[src/rtl/apb_master_arb_if.sv]
// apb_master_arb_if: requester handshakes and the shared APB bus of the two-requester APB master.
interface apb_master_arb_if #(
    parameter int ADDR_W = 12,
    parameter int DATA_W = 32
);
    logic              req0_valid;
    logic              req0_write;
    logic [ADDR_W-1:0] req0_addr;
    logic [DATA_W-1:0] req0_wdata;
    logic              req0_done;
    logic              req0_err;
    logic [DATA_W-1:0] req0_rdata;
    logic              req1_valid;
    logic              req1_write;
    logic [ADDR_W-1:0] req1_addr;
    logic [DATA_W-1:0] req1_wdata;
    logic              req1_done;
    logic              req1_err;
    logic [DATA_W-1:0] req1_rdata;
    logic              psel;
    logic              penable;
    logic              pwrite;
    logic [ADDR_W-1:0] paddr;
    logic [DATA_W-1:0] pwdata;
    logic [DATA_W-1:0] prdata;
    logic              pready;
    modport master (
        input  req0_valid, req0_write, req0_addr, req0_wdata,
        output req0_done, req0_err, req0_rdata,
        input  req1_valid, req1_write, req1_addr, req1_wdata,
        output req1_done, req1_err, req1_rdata,
        output psel, penable, pwrite, paddr, pwdata,
        input  prdata, pready
    );
    modport slave (
        output req0_valid, req0_write, req0_addr, req0_wdata,
        input  req0_done, req0_err, req0_rdata,
        output req1_valid, req1_write, req1_addr, req1_wdata,
        input  req1_done, req1_err, req1_rdata,
        input  psel, penable, pwrite, paddr, pwdata,
        output prdata, pready
    );
endinterface

[src/rtl/apb_master_arb.sv]
// apb_master_arb: round-robin arbiter for two requesters driving one APB master with pready timeout.
module apb_master_arb #(
    parameter int ADDR_W  = 12,
    parameter int DATA_W  = 32,
    parameter int TIMEOUT = 16
) (
    input logic sys_clk,
    input logic sys_rst,
    apb_master_arb_if.master bus
);
    localparam int CW = $clog2(TIMEOUT);
    typedef enum logic [1:0] {IDLE, SETUP, ACCESS, DONE} state_t;
    state_t state, state_n;
    logic [CW-1:0] cnt, cnt_n;
    logic last, last_n, gnt, gnt_n, pick, any, expired;
    logic psel_n, penable_n, pwrite_n, ecap, ecap_n;
    logic [ADDR_W-1:0] paddr_n;
    logic [DATA_W-1:0] pwdata_n, rcap, rcap_n;
    logic done0_n, done1_n, err0_n, err1_n;
    logic [DATA_W-1:0] rdata0_n, rdata1_n;
    assign any = bus.req0_valid | bus.req1_valid;
    // the requester not served last wins a tie; a sole requester always wins
    assign pick = (bus.req0_valid & bus.req1_valid) ? ~last : bus.req1_valid;
    assign expired = cnt == CW'(TIMEOUT - 1);
    always_ff @(posedge sys_clk or posedge sys_rst) begin
        if (sys_rst) state <= IDLE;
        else         state <= state_n;
    end
    always_comb begin
        state_n = state;
        case (state)
            IDLE:    state_n = any ? SETUP : IDLE;
            SETUP:   state_n = ACCESS;
            ACCESS:  state_n = (bus.pready || expired) ? DONE : ACCESS;
            default: state_n = IDLE;
        endcase
    end
    always_comb begin
        cnt_n     = cnt;
        last_n    = last;
        gnt_n     = gnt;
        psel_n    = bus.psel;
        penable_n = bus.penable;
        pwrite_n  = bus.pwrite;
        paddr_n   = bus.paddr;
        pwdata_n  = bus.pwdata;
        rcap_n    = rcap;
        ecap_n    = ecap;
        done0_n   = 1'b0;
        done1_n   = 1'b0;
        err0_n    = bus.req0_err;
        err1_n    = bus.req1_err;
        rdata0_n  = bus.req0_rdata;
        rdata1_n  = bus.req1_rdata;
        case (state)
            IDLE: if (any) begin
                gnt_n     = pick;
                pwrite_n  = pick ? bus.req1_write : bus.req0_write;
                paddr_n   = pick ? bus.req1_addr  : bus.req0_addr;
                pwdata_n  = pick ? bus.req1_wdata : bus.req0_wdata;
                psel_n    = 1'b1;
                penable_n = 1'b0;
            end
            SETUP: penable_n = 1'b1;
            ACCESS: begin
                cnt_n = cnt + 1'b1;
                if (bus.pready || expired) begin
                    psel_n    = 1'b0;
                    penable_n = 1'b0;
                    ecap_n    = ~bus.pready;
                    rcap_n    = (bus.pready && !bus.pwrite) ? bus.prdata : '0;
                end
            end
            default: begin
                cnt_n   = '0;
                last_n  = gnt;
                done0_n = ~gnt;
                done1_n = gnt;
                if (gnt) begin
                    err1_n   = ecap;
                    rdata1_n = rcap;
                end else begin
                    err0_n   = ecap;
                    rdata0_n = rcap;
                end
            end
        endcase
    end
    always_ff @(posedge sys_clk or posedge sys_rst) begin
        if (sys_rst) begin
            cnt            <= '0;
            last           <= 1'b1;
            gnt            <= 1'b0;
            rcap           <= '0;
            ecap           <= 1'b0;
            bus.psel       <= 1'b0;
            bus.penable    <= 1'b0;
            bus.pwrite     <= 1'b0;
            bus.paddr      <= '0;
            bus.pwdata     <= '0;
            bus.req0_done  <= 1'b0;
            bus.req1_done  <= 1'b0;
            bus.req0_err   <= 1'b0;
            bus.req1_err   <= 1'b0;
            bus.req0_rdata <= '0;
            bus.req1_rdata <= '0;
        end else begin
            cnt            <= cnt_n;
            last           <= last_n;
            gnt            <= gnt_n;
            rcap           <= rcap_n;
            ecap           <= ecap_n;
            bus.psel       <= psel_n;
            bus.penable    <= penable_n;
            bus.pwrite     <= pwrite_n;
            bus.paddr      <= paddr_n;
            bus.pwdata     <= pwdata_n;
            bus.req0_done  <= done0_n;
            bus.req1_done  <= done1_n;
            bus.req0_err   <= err0_n;
            bus.req1_err   <= err1_n;
            bus.req0_rdata <= rdata0_n;
            bus.req1_rdata <= rdata1_n;
        end
    end
endmodule
[src/flat_wrapper.sv]
// flat-port wrapper written by rule: the top's interface ports become plain ports
module apb_master_arb_flat 
#(
    parameter int ADDR_W  = 12,
    parameter int DATA_W  = 32,
    parameter int TIMEOUT = 16
)
  (sys_clk, sys_rst, bus_req0_valid, bus_req0_write, bus_req0_addr, bus_req0_wdata, bus_req0_done, bus_req0_err, bus_req0_rdata, bus_req1_valid, bus_req1_write, bus_req1_addr, bus_req1_wdata, bus_req1_done, bus_req1_err, bus_req1_rdata, bus_psel, bus_penable, bus_pwrite, bus_paddr, bus_pwdata, bus_prdata, bus_pready);
  apb_master_arb_if #(.ADDR_W(ADDR_W), .DATA_W(DATA_W)) bus_i ();
  input logic sys_clk;
  input logic sys_rst;
  input wire logic [$bits(bus_i.req0_valid)-1:0] bus_req0_valid;
  input wire logic [$bits(bus_i.req0_write)-1:0] bus_req0_write;
  input wire logic [$bits(bus_i.req0_addr)-1:0] bus_req0_addr;
  input wire logic [$bits(bus_i.req0_wdata)-1:0] bus_req0_wdata;
  output wire logic [$bits(bus_i.req0_done)-1:0] bus_req0_done;
  output wire logic [$bits(bus_i.req0_err)-1:0] bus_req0_err;
  output wire logic [$bits(bus_i.req0_rdata)-1:0] bus_req0_rdata;
  input wire logic [$bits(bus_i.req1_valid)-1:0] bus_req1_valid;
  input wire logic [$bits(bus_i.req1_write)-1:0] bus_req1_write;
  input wire logic [$bits(bus_i.req1_addr)-1:0] bus_req1_addr;
  input wire logic [$bits(bus_i.req1_wdata)-1:0] bus_req1_wdata;
  output wire logic [$bits(bus_i.req1_done)-1:0] bus_req1_done;
  output wire logic [$bits(bus_i.req1_err)-1:0] bus_req1_err;
  output wire logic [$bits(bus_i.req1_rdata)-1:0] bus_req1_rdata;
  output wire logic [$bits(bus_i.psel)-1:0] bus_psel;
  output wire logic [$bits(bus_i.penable)-1:0] bus_penable;
  output wire logic [$bits(bus_i.pwrite)-1:0] bus_pwrite;
  output wire logic [$bits(bus_i.paddr)-1:0] bus_paddr;
  output wire logic [$bits(bus_i.pwdata)-1:0] bus_pwdata;
  input wire logic [$bits(bus_i.prdata)-1:0] bus_prdata;
  input wire logic [$bits(bus_i.pready)-1:0] bus_pready;
  assign bus_i.req0_valid = bus_req0_valid;
  assign bus_i.req0_write = bus_req0_write;
  assign bus_i.req0_addr = bus_req0_addr;
  assign bus_i.req0_wdata = bus_req0_wdata;
  assign bus_req0_done = bus_i.req0_done;
  assign bus_req0_err = bus_i.req0_err;
  assign bus_req0_rdata = bus_i.req0_rdata;
  assign bus_i.req1_valid = bus_req1_valid;
  assign bus_i.req1_write = bus_req1_write;
  assign bus_i.req1_addr = bus_req1_addr;
  assign bus_i.req1_wdata = bus_req1_wdata;
  assign bus_req1_done = bus_i.req1_done;
  assign bus_req1_err = bus_i.req1_err;
  assign bus_req1_rdata = bus_i.req1_rdata;
  assign bus_psel = bus_i.psel;
  assign bus_penable = bus_i.penable;
  assign bus_pwrite = bus_i.pwrite;
  assign bus_paddr = bus_i.paddr;
  assign bus_pwdata = bus_i.pwdata;
  assign bus_i.prdata = bus_prdata;
  assign bus_i.pready = bus_pready;
  apb_master_arb #(.ADDR_W(ADDR_W), .DATA_W(DATA_W), .TIMEOUT(TIMEOUT)) u_core (.sys_clk(sys_clk), .sys_rst(sys_rst), .bus(bus_i));
endmodule
[config.mk]
export PLATFORM = sky130hd
export DESIGN_NAME = apb_master_arb_flat
export DESIGN_NICKNAME = d
export VERILOG_FILES = /design/src/rtl/apb_master_arb_if.sv /design/src/rtl/apb_master_arb.sv /design/src/flat_wrapper.sv
export SDC_FILE = /design/constraint.sdc
export NUM_CORES = 1
export LEC_CHECK = 0
export BUFFER_PORTS_ARGS = -buffer_cell sky130_fd_sc_hd__buf_2
export CAP_MARGIN = 20
export CORE_UTILIZATION = 45
export CTS_CLUSTER_SIZE = 20
export DETAILED_ROUTE_END_ITERATION = 10
export PLACE_DENSITY = 0.81
export SLEW_MARGIN = 10
export SYNTH_ARGS = -nofsm -noshare
export SYNTH_HDL_FRONTEND = slang
export SYNTH_SLANG_ARGS = --single-unit
[constraint.sdc]
create_clock -name sys_clk -period 6.26 [get_ports sys_clk]
set_clock_uncertainty 0.15 [all_clocks]
set_input_delay 0.626 -clock sys_clk [delete_from_list [all_inputs] [get_ports sys_clk]]
set_output_delay 0.626 -clock sys_clk [all_outputs]
set_load 0.01 [all_outputs]
==> impl_metrics.toml <==
[finish]
finalNetCount = 864
syn_to_final_growth_pct = 27.2
drive_gt1_frac = 0.383
layout_commonest_cell = "buf_2"
diodes = 0
mostFrequentLayoutCells = "buf_2, dfrtp_1, mux2_1"
nFillCells = 1225

[drt]
wl_met1_mm = 6.43
drtIter0Drc = 175
drtAntennaViolNets = 0
met2_length_mm = 7.49
wl_met3_mm = 1.14
highest_layer = "met4"
vias = 4742
wl_mm = 15.2
drt-vias-per-instance = 5.11
post_drt_wl_per_cell_um = 16.4
drc = 0
first_pass_iters = 7

[clock_network]
h-tree-depth = 4
cts_resized = 0
clk_latency_ns = 0.42
postCtsHoldBufs = 0
numCtsBuffers = 17
postCtsSetupBuffers = 0
cts_root_buf = "clkbuf_16"
clk_pin_slew_ns = 0.06
cts_buffer_depth = 2
cts_tree = "done"
cts.sinks = 156

[floorplanning]
start_util = 0.459
num_rows = 44
die_h_um = 124
io_pins = 242
die_x_um = 124
die_area_mm2 = 0.0153
core-area_mm2 = 0.0145

[sta]
min_period_over_period = 0.392
max_freq_mhz = 408
final.setup.worst_slack_ns = 3.81
relSlewSlack = 0.329
tightest_slew_ns = 1.01
tns_ns = 0
hold_viol = 0
maxSlewViolCount = 0
setup_viol = 0
finalCriticalPeriod_ns = 2.45
rsz0062_at_grt = "no"

[synthesis]
yosysUniqueCellTypes = 30
netlist_instances = 503
synth-main-ff-cell = "dfrtp_1"
ys_async_sr_fraction = 1.00
syn_area_mm2 = 0.00665
ys_seq_area_frac = 0.588
synth_area_per_cell_um2 = 13.2
postSynthRegisterBits = 156
synth_edf_count = 0
yosys_warnings = 0
syn_nets = 636

[placed_design]
port_buffers = 241
gp_congestion = 0.789
hpwl_mm = 10.6
dp_slack_ns = 3.85

[critical_path]
arrival_ns = 1.68
crit_chain = "buf_2"
crit_type = "flop to output pin"
crit_slowest_cell = "dfrtp_1"
required_ns = 5.48
cp-start-kind = "flop"
crit_path_max_incr_delay_ns = 0.97
path_buf_inv = 1
crit_family = "flip-flops"
end_kind = "output pin"
path_max_fanout = 34

[global_route]
grt_usage = 0.205
antenna_found_initial = 0
grt-ovfl-total = 0
grt_pass1_vias = 4624
grt_max_degree = 94
grt_pass1_wl_mm = 23.4

[power_and_ir_drop]
p_switching_uw = 1440
combPwrFrac = 0.342
power_density_mw_per_mm2 = 491
intPower_uw = 2710
p_leak_uw = 0.00476
vdd_drop_max_v = 0.000215
clock_power_share = 0.244
sequentialPowerShare = 0.414
total_power_uw = 4150
switching_share = 0.347

[outcome]
status = "completed"

[worst_hold_path]
hold_class = "primary input to asynchronous set/reset pin"

[run]
maxCapViolations = 0
-- cell families (layout without fill, tap and decap cells) --
family / after synthesis / count (layout) / share of synthesized area
flops: 156 / 156 / 0.588
mux: 112 / 112 / 0.181
compound gates: 93 / 93 / 0.0876
simple gates: 92 / 92 / 0.0857
buf+inv: 44 / 285 / 0.0467
fa+ha+maj: 6 / 6 / 0.0113
-- per-layer routing --
metal  vias up  global-route usage
met5         -                   0
met4         0              0.0587
met3        14              0.0752
met2       179               0.347
met1      2313               0.245
li1       2236                   -
-- cell type report --
cell class,count,area (µm²),share of cell area
clock buffer,18,439,0.0520
clock inverter,14,144,0.0170
inverter,7,31.3,0.00370
multi-input combinational,303,2440,0.289
sequential,156,3910,0.462
tap,184,230,0.0272
timing repair buffer,246,1260,0.149
-- worst paths after layout --
kind | start | endpoint | slack (ns) | cells after the start
max | u_core.bus.pwrite$_DFFE_PP0P_ | bus_pwrite | 3.81 | 1
min | sys_rst | u_core.bus.paddr[4]$_DFFE_PP0P_ | 0.21 | 2
max reg2reg | u_core.state[0]$_DFF_PP0_ | u_core.bus.psel$_DFFE_PP0P_ | 4.15 | 6
min reg2reg | u_core.bus.paddr[7]$_DFFE_PP0P_ | u_core.bus.paddr[7]$_DFFE_PP0P_ | 0.33 | 2
max in group asynchronous | sys_rst | u_core.bus.req1_rdata[24]$_DFFE_PP0P_ | 4.40 | 3
min in group sys_clk | bus_req0_wdata[8] | u_core.bus.pwdata[8]$_DFFE_PP0P_ | 0.32 | 3
-- registers in the layout, indices dropped and copies added (netlist names) --
name                   cells
u_core.state               2
u_core.cnt                 4
u_core.rcap               32
u_core.bus.req1_err        1
u_core.bus.req0_done       1
u_core.bus.pwdata         32
u_core.bus.paddr          12
u_core.gnt                 1
u_core.last                1
u_core.bus.req0_err        1
u_core.bus.psel            1
u_core.bus.penable         1
u_core.bus.pwrite          1
u_core.bus.req0_rdata     32
u_core.bus.req1_rdata     32
u_core.ecap                1
u_core.bus.req1_done       1
-- power by group through the flow --
| stage | clock network [µW] | registers, µW | logic [µW] |
|---|---|---|---|
| finish | 1010 | 1720 | 1420 |
| global route | 1080 | 1790 | 1590 |
| CTS | 1030 | 1730 | 1450 |
| detailed placement | 0 | 1730 | 1450 |
| global placement | 0 | 1720 | 1380 |
| floorplan | 0 | 1840 | 782 |
-- synth_stat cells, types with 2 or more instances --
cell type  count  area, µm²
mux2_1        66        743
a22o_1         3       26.3
buf_6          7       78.8
buf_2          6       30.0
clkbuf_1      18       67.6
nand2_1       50        188
mux2i_1       46        460
dfrtp_1      155       3880
o21ai_1       50        250
and4b_1       32        320
a21o_1        32        240
a21oi_1        2       10.0
buf_12         5        100
nand2b_1       5       31.3
inv_1          6       22.5
ha_1           6       75.1
-- metrics by stage --
step | util | instances | area, µm² | hold slack, ns
floorplan | - | 503 | 6650 | 0.307
global placement | 0.542 | 895 | 7840 | 0.313
detailed placement | 0.544 | 896 | 7870 | 0.320
CTS | 0.584 | 928 | 8450 | 0.239
global route | 0.584 | 928 | 8450 | 0.264
finish | 0.584 | 928 | 8450 | 0.207
Power figures use the tool's default switching activity.
